--- config.mk ---
export PLATFORM = sky130hd
export DESIGN_NAME = ctrl_pipe
export DESIGN_NICKNAME = d
export VERILOG_FILES = /design/src/rtl/ctrl_pkg.sv /design/src/rtl/ctrl_decode.sv /design/src/rtl/ctrl_pipe.sv
export SDC_FILE = /design/constraint.sdc
export NUM_CORES = 1
export LEC_CHECK = 0
export ABC_AREA = 1
export BUFFER_PORTS_ARGS = -buffer_cell sky130_fd_sc_hd__buf_2
export CORE_MARGIN = 3
export CORE_UTILIZATION = 38
export DETAILED_ROUTE_END_ITERATION = 7
export PLACE_DENSITY_LB_ADDON = 0.1
export SYNTH_ARGS = -nofsm -noshare
export SYNTH_HDL_FRONTEND = slang
export SYNTH_HIERARCHICAL = 1
export SYNTH_SLANG_ARGS = --single-unit
--- constraint.sdc ---
create_clock -name clk -period 4.7 [get_ports clk]
set_input_delay 0.94 -clock clk [delete_from_list [all_inputs] [get_ports clk]]
set_output_delay 0.94 -clock clk [all_outputs]
set_load 0.05 [all_outputs]
--- src/rtl/ctrl_pkg.sv ---
// Shared types and constants for the control pipeline: opcodes, ALU op offsets
// and the per-stage control bundles.
package ctrl_pkg;

    localparam int CTRL_ALU_OP_W = 6;
    localparam int CTRL_REG_AW   = 4;

    localparam int OP_ALUR   = 0;
    localparam int OP_ALUI   = 8;
    localparam int OP_LW     = 9;
    localparam int OP_SW     = 5;
    localparam int OP_CMPR   = 2;
    localparam int OP_CMPI   = 10;
    localparam int OP_BRANCH = 6;
    localparam int OP_JAL    = 11;

    localparam int CMP_OFFSET = 16;
    localparam int JAL_ALU_OP = 32;

    typedef struct packed {
        logic                     reg_src;
        logic                     br;
        logic                     mem_read;
        logic                     mem_write;
        logic                     alu_src;
        logic                     reg_write;
        logic [CTRL_ALU_OP_W-1:0] alu_op;
        logic [CTRL_REG_AW-1:0]   rd;
    } ctrl_t;

    // Later stages only keep the fields still consumed downstream.
    typedef struct packed {
        logic                   reg_src;
        logic                   mem_read;
        logic                   mem_write;
        logic                   reg_write;
        logic [CTRL_REG_AW-1:0] rd;
    } mem_ctrl_t;

    typedef struct packed {
        logic                   reg_src;
        logic                   reg_write;
        logic [CTRL_REG_AW-1:0] rd;
    } wb_ctrl_t;

endpackage

--- src/rtl/ctrl_decode.sv ---
// Combinational opcode/func decoder: produces the control bundle plus which
// source registers the instruction reads and whether the opcode is illegal.
module ctrl_decode
    import ctrl_pkg::*;
#(
    parameter int OP_W   = 4,
    parameter int FUNC_W = 4,
    parameter int REG_AW = 4
) (
    input  logic [OP_W-1:0]   opcode,
    input  logic [FUNC_W-1:0] func,
    input  logic [REG_AW-1:0] rd,
    output ctrl_t             ctrl,
    output logic              uses_rs,
    output logic              uses_rt,
    output logic              illegal
);

    logic [CTRL_ALU_OP_W-1:0] func_ext;
    logic [CTRL_ALU_OP_W-1:0] func_cmp;

    // Zero-extend first so the compare offset never wraps into func bits.
    assign func_ext = CTRL_ALU_OP_W'(func);
    assign func_cmp = func_ext + CTRL_ALU_OP_W'(CMP_OFFSET);

    always_comb begin
        ctrl    = '0;
        uses_rs = 1'b0;
        uses_rt = 1'b0;
        illegal = 1'b0;
        case (opcode)
            OP_W'(OP_ALUR): begin
                ctrl.reg_write = 1'b1; ctrl.alu_op = func_ext;
                uses_rs = 1'b1; uses_rt = 1'b1;
            end
            OP_W'(OP_ALUI): begin
                ctrl.alu_src = 1'b1; ctrl.reg_write = 1'b1; ctrl.alu_op = func_ext;
                uses_rs = 1'b1;
            end
            OP_W'(OP_LW): begin
                ctrl.mem_read = 1'b1; ctrl.alu_src = 1'b1; ctrl.reg_write = 1'b1;
                ctrl.alu_op = func_ext;
                uses_rs = 1'b1;
            end
            OP_W'(OP_SW): begin
                ctrl.reg_src = 1'b1; ctrl.mem_write = 1'b1; ctrl.alu_src = 1'b1;
                ctrl.alu_op = func_ext;
                uses_rs = 1'b1; uses_rt = 1'b1;
            end
            OP_W'(OP_CMPR): begin
                ctrl.reg_write = 1'b1; ctrl.alu_op = func_cmp;
                uses_rs = 1'b1; uses_rt = 1'b1;
            end
            OP_W'(OP_CMPI): begin
                ctrl.alu_src = 1'b1; ctrl.reg_write = 1'b1; ctrl.alu_op = func_cmp;
                uses_rs = 1'b1;
            end
            OP_W'(OP_BRANCH): begin
                ctrl.reg_src = 1'b1; ctrl.br = 1'b1; ctrl.alu_op = func_cmp;
                uses_rs = 1'b1; uses_rt = 1'b1;
            end
            OP_W'(OP_JAL): begin
                ctrl.alu_src = 1'b1; ctrl.reg_write = 1'b1;
                ctrl.alu_op = CTRL_ALU_OP_W'(JAL_ALU_OP);
            end
            default: illegal = 1'b1;
        endcase
        if (!illegal) ctrl.rd = CTRL_REG_AW'(rd);
    end

endmodule

--- src/rtl/ctrl_pipe.sv ---
// Control pipeline EX/MEM/WB with handshake, stall, flush, load-use bubbles and
// a saturating bubble counter. Define ILLEGAL_TRAP_EN to pulse illegal_op.
module ctrl_pipe
    import ctrl_pkg::*;
#(
    parameter int OP_W     = 4,
    parameter int FUNC_W   = 4,
    parameter int ALU_OP_W = 6,
    parameter int REG_AW   = 4,
    parameter int CNT_W    = 16
) (
    input  logic                clk,
    input  logic                reset_n,
    input  logic                in_valid,
    output logic                in_ready,
    input  logic [OP_W-1:0]     opcode,
    input  logic [FUNC_W-1:0]   func,
    input  logic [REG_AW-1:0]   rs,
    input  logic [REG_AW-1:0]   rt,
    input  logic [REG_AW-1:0]   rd,
    input  logic                stall,
    input  logic                flush,
    output logic                ex_valid,
    output logic [ALU_OP_W-1:0] ex_alu_op,
    output logic                ex_alu_src,
    output logic                ex_br,
    output logic                mem_valid,
    output logic                mem_read,
    output logic                mem_write,
    output logic                wb_valid,
    output logic                wb_reg_src,
    output logic                wb_reg_write,
    output logic [REG_AW-1:0]   wb_rd,
    output logic [CNT_W-1:0]    stall_count,
    output logic                illegal_op
);

    localparam int STAGES = 3;

    ctrl_t     dec, ex_q;
    mem_ctrl_t mem_q;
    wb_ctrl_t  wb_q;
    logic      uses_rs, uses_rt, dec_illegal;
    logic      hazard, accept, ex_in_vld;
    logic [STAGES:1] vld_pipe;   // 1=EX, 2=MEM, 3=WB

    ctrl_decode #(.OP_W(OP_W), .FUNC_W(FUNC_W), .REG_AW(REG_AW)) u_dec (
        .opcode  (opcode),
        .func    (func),
        .rd      (rd),
        .ctrl    (dec),
        .uses_rs (uses_rs),
        .uses_rt (uses_rt),
        .illegal (dec_illegal)
    );

    assign hazard = vld_pipe[1] & ex_q.mem_read & (ex_q.rd != '0) &
                    ((uses_rs & (ex_q.rd == CTRL_REG_AW'(rs))) |
                     (uses_rt & (ex_q.rd == CTRL_REG_AW'(rt))));
    assign in_ready  = !hazard;
    assign accept    = in_valid & in_ready & !stall & !flush;
    assign ex_in_vld = accept & !dec_illegal;

    always_ff @(posedge clk or negedge reset_n) begin
        if (!reset_n) begin
            vld_pipe    <= '0;
            ex_q        <= '0;
            mem_q       <= '0;
            wb_q        <= '0;
            stall_count <= '0;
        end else if (!stall) begin
            vld_pipe <= {vld_pipe[STAGES-1:1], ex_in_vld};
            ex_q     <= ex_in_vld ? dec : '0;
            mem_q    <= '{reg_src: ex_q.reg_src, mem_read: ex_q.mem_read,
                          mem_write: ex_q.mem_write, reg_write: ex_q.reg_write, rd: ex_q.rd};
            wb_q     <= '{reg_src: mem_q.reg_src, reg_write: mem_q.reg_write, rd: mem_q.rd};
            if (!flush && hazard && stall_count != '1)
                stall_count <= stall_count + 1'b1;
        end
    end

`ifdef ILLEGAL_TRAP_EN
    always_ff @(posedge clk or negedge reset_n) begin
        if (!reset_n) illegal_op <= 1'b0;
        else          illegal_op <= accept & dec_illegal;
    end
`else
    assign illegal_op = 1'b0;
`endif

    assign ex_valid     = vld_pipe[1];
    assign ex_alu_op    = ALU_OP_W'(ex_q.alu_op);
    assign ex_alu_src   = ex_q.alu_src;
    assign ex_br        = ex_q.br;
    assign mem_valid    = vld_pipe[2];
    assign mem_read     = mem_q.mem_read;
    assign mem_write    = mem_q.mem_write;
    assign wb_valid     = vld_pipe[3];
    assign wb_reg_src   = wb_q.reg_src;
    assign wb_reg_write = wb_q.reg_write & vld_pipe[3];
    assign wb_rd        = REG_AW'(wb_q.rd);

endmodule

==> reports/qor.txt <==
DRT Pass-1 Iters: 4
Async SR Flop Fraction: 1.00
Synth unique cells: 29
Placed cell area: 3240 sq um
DIE WIDTH: 94.7 microns
RSZ-0062 raised after global routing: false
Largest net degree at the start of global routing: 50
ANT nets after route: 0
Hold EP: wb_rd[3]$_DFFE_PN0N_
Starting density of the core: 0.401
Pleak: 1.82 nW
Detailed Route WL: 6.74 mm
Syn_nets: 407
Mapped Area: 2990 sq um
Antenna violations before repair: 0
Cts hold-fix bufs: 0
Synth Area in Simple Gates: 0.416
Synthesized flop and latch total: 49
Root Buffer: clkbuf_8
Crit Path Class: in2out
Req. time, crit path: 3.76 ns
Commonest non-fill, non-tap cells in the layout: nand2_1 (129), buf_2 (60), dfrtp_1 (49)
Worst setup SP type: primary input
XOR/XNOR Fraction of Synth Area: 0.0264
Synth Area in Compound Gates: 0.0339
# clock sinks: 49
Reg-to-Reg Start: stall_count[0]$_DFFE_PN0P_
Crit path max fanout: 18
R2r worst-path depth: 9
Pins Over Slew Limit: 0
Mux cell area share after synthesis: 0
WL per Instance: 12.8 microns
IO Port Bufs: 60
Crit path DAT: 2.51 ns
Overflow after GRT: 0
GRT Total Usage: 0.161
Largest family of logic cells by synthesized area: simple AND/OR/NAND/NOR gates
Clock Tree Buf Depth: 2
DRC Markers: 0
Syn avg cell area: 7.84 sq um
Design area: 3340 sq um
VDD IR-drop max: 0.123 mV
Dominant synthesized flop cell: dfrtp_1
Fin. Hold Viols: 0
YS warnings: 6
EDFF count, synth: 0
Setup bufs post-CTS: 0
Row count: 31
Worst path slowest cell: buf_2
Vias per std cell: 4.65
Layout net count: 453
Worst min path class: reg2reg
Status: finished clean
DR iter-0 viols: 98
Setup violators final: 0
Hold path start: mem_q[3]$_DFFE_PN0N_
GPL Wtd Cong: 0.845
Sequential fraction of the synthesis area: 0.411
IO Count: 62
Worst path max stage delay: 0.29 ns
Final period util: 0.735
Fin util: 0.448
R2R Setup Slk: 2.72 ns
H-tree levels: 2
Slew margin rel.: 0.445
Vias: 2448
PD cells: 242 nW/um^2
CP Cell Sequence: buf_2, inv_2, nand2_1, nand2_4, inv_2, nand2_1, nand2_1, nor2_1, nand3_2, nand2_4, nand2_4, buf_2
Die Span Y: 94.7 microns
Num CTS Buffers: 5
Worst-skew pair later-pin latency: 0.31 ns
Clock Skews: 0.0110 ns
Most common cell after layout, fill and taps aside: nand2_1
Maximum operating frequency: 0.289 GHz
Post-cts sizing count: 0
Crit end category: output pin
Hold path cells: 2
CTS tree: yes
Antenna Cells: 0
Vias in the first global route: 2372
Maxcap violations: 0
First-pass GRT wire length: 11.5 mm
R2R Path End: stall_count[14]$_DFFE_PN0P_
Cell count after synthesis: 381
Reg clk slew, reported paths: 0.10 ns
Area delta synth->final: 11.7%
Floorplan core area: 7450 sq um
Share of layout cells above drive strength 1: 0.311
Final min period: 3.45 ns
DIE AREA: 8960 sq um
Setup TNS: 0 ns
Worst-Margin Slew: 0.832 ns
DPL Wire Length: 4.93 mm
Synth Area in Adders: 0.00419
worst max-delay path, delay by kind of cell:
| kind | cells | cell delay, ns |
|---|---|---|
| simple gates | 8 | 1.00 |
| buf+inv | 4 | 0.56 |
metal layers:
metal	routed length, microns	global-route usage
met1	3320	0.232
met4	63	0.0361
met5	0	0
met2	3020	0.248
met3	336	0.0343
cell usage after synthesis, types with 7 or more instances:
| cell | number | area [sq um] |
|---|---|---|
| nand3_2 | 14 | 140 |
| nor2_2 | 7 | 43.8 |
| nand4_1 | 21 | 131 |
| nand3_1 | 15 | 75.1 |
| o21ai_0 | 12 | 60.1 |
| nand2_2 | 24 | 150 |
| inv_1 | 31 | 116 |
| nor2_1 | 20 | 75.1 |
| dfrtp_1 | 49 | 1230 |
| nand2_1 | 129 | 484 |
| buf_4 | 12 | 90.1 |
| inv_2 | 8 | 30.0 |
sequential cells by signal, indices dropped and copies added, names as in the netlist:
signal / count
wb_reg_src: 1
ex_alu_op: 6
ex_alu_src: 1
ex_br: 1
mem_write: 1
wb_q: 1
mem_read: 1
mem_q: 6
stall_count: 16
ex_q: 8
vld_pipe: 3
wb_rd: 4
area by class of cell:
cell class	count	area (sq um)
Clock buffer	5	68.8
Tap cell	99	124
Inverter	39	146
Clock inverter	3	25.0
Timing Repair Buffer	61	308
Sequential cell	49	1230
Multi-Input combinational cell	271	1440
Fill cell	815	4110
power breakdown:
part | switching (W) | internal (W)
registers | 0.00000590 | 0.000431
clock network | 0.000157 | 0.000108
logic | 0.0000771 | 0.0000289
total | 0.000240 | 0.000567
through the flow:
step	hold WS, ns	worst slack [ns]	std cells	total power (W)
2_1_floorplan	0.442	1.79	381	0.000521
3_3_place_gp	0.457	1.32	519	0.000552
3_5_place_dp	0.457	1.25	519	0.000553
4_1_cts	0.483	1.24	527	0.000824
5_1_grt	0.508	1.08	527	0.000848
6_report	0.474	1.25	527	0.000807
kinds of logic (layout without fill, tap and decap cells):
group | after synthesis | in the layout
buffers and inverters | 61 | 108
and+or+nand+nor | 243 | 243
adders and majority gates | 1 | 1
xor gates and xnor gates | 9 | 9
other | 1 | 1
AOI/OAI and AO/OA | 17 | 17
DFF | 49 | 49
worst max path at each step:
stage,slack (ns),endpoint,startpoint,cells after the start
2_1_floorplan,1.79,in_ready,opcode[0],11
3_3_place_gp,1.32,in_ready,opcode[2],12
3_5_place_dp,1.25,in_ready,opcode[0],12
4_1_cts,1.24,in_ready,opcode[0],12
5_1_grt,1.08,in_ready,opcode[2],11
6_report,1.25,in_ready,opcode[0],12
Note: power is estimated with default switching activity, not from simulation.
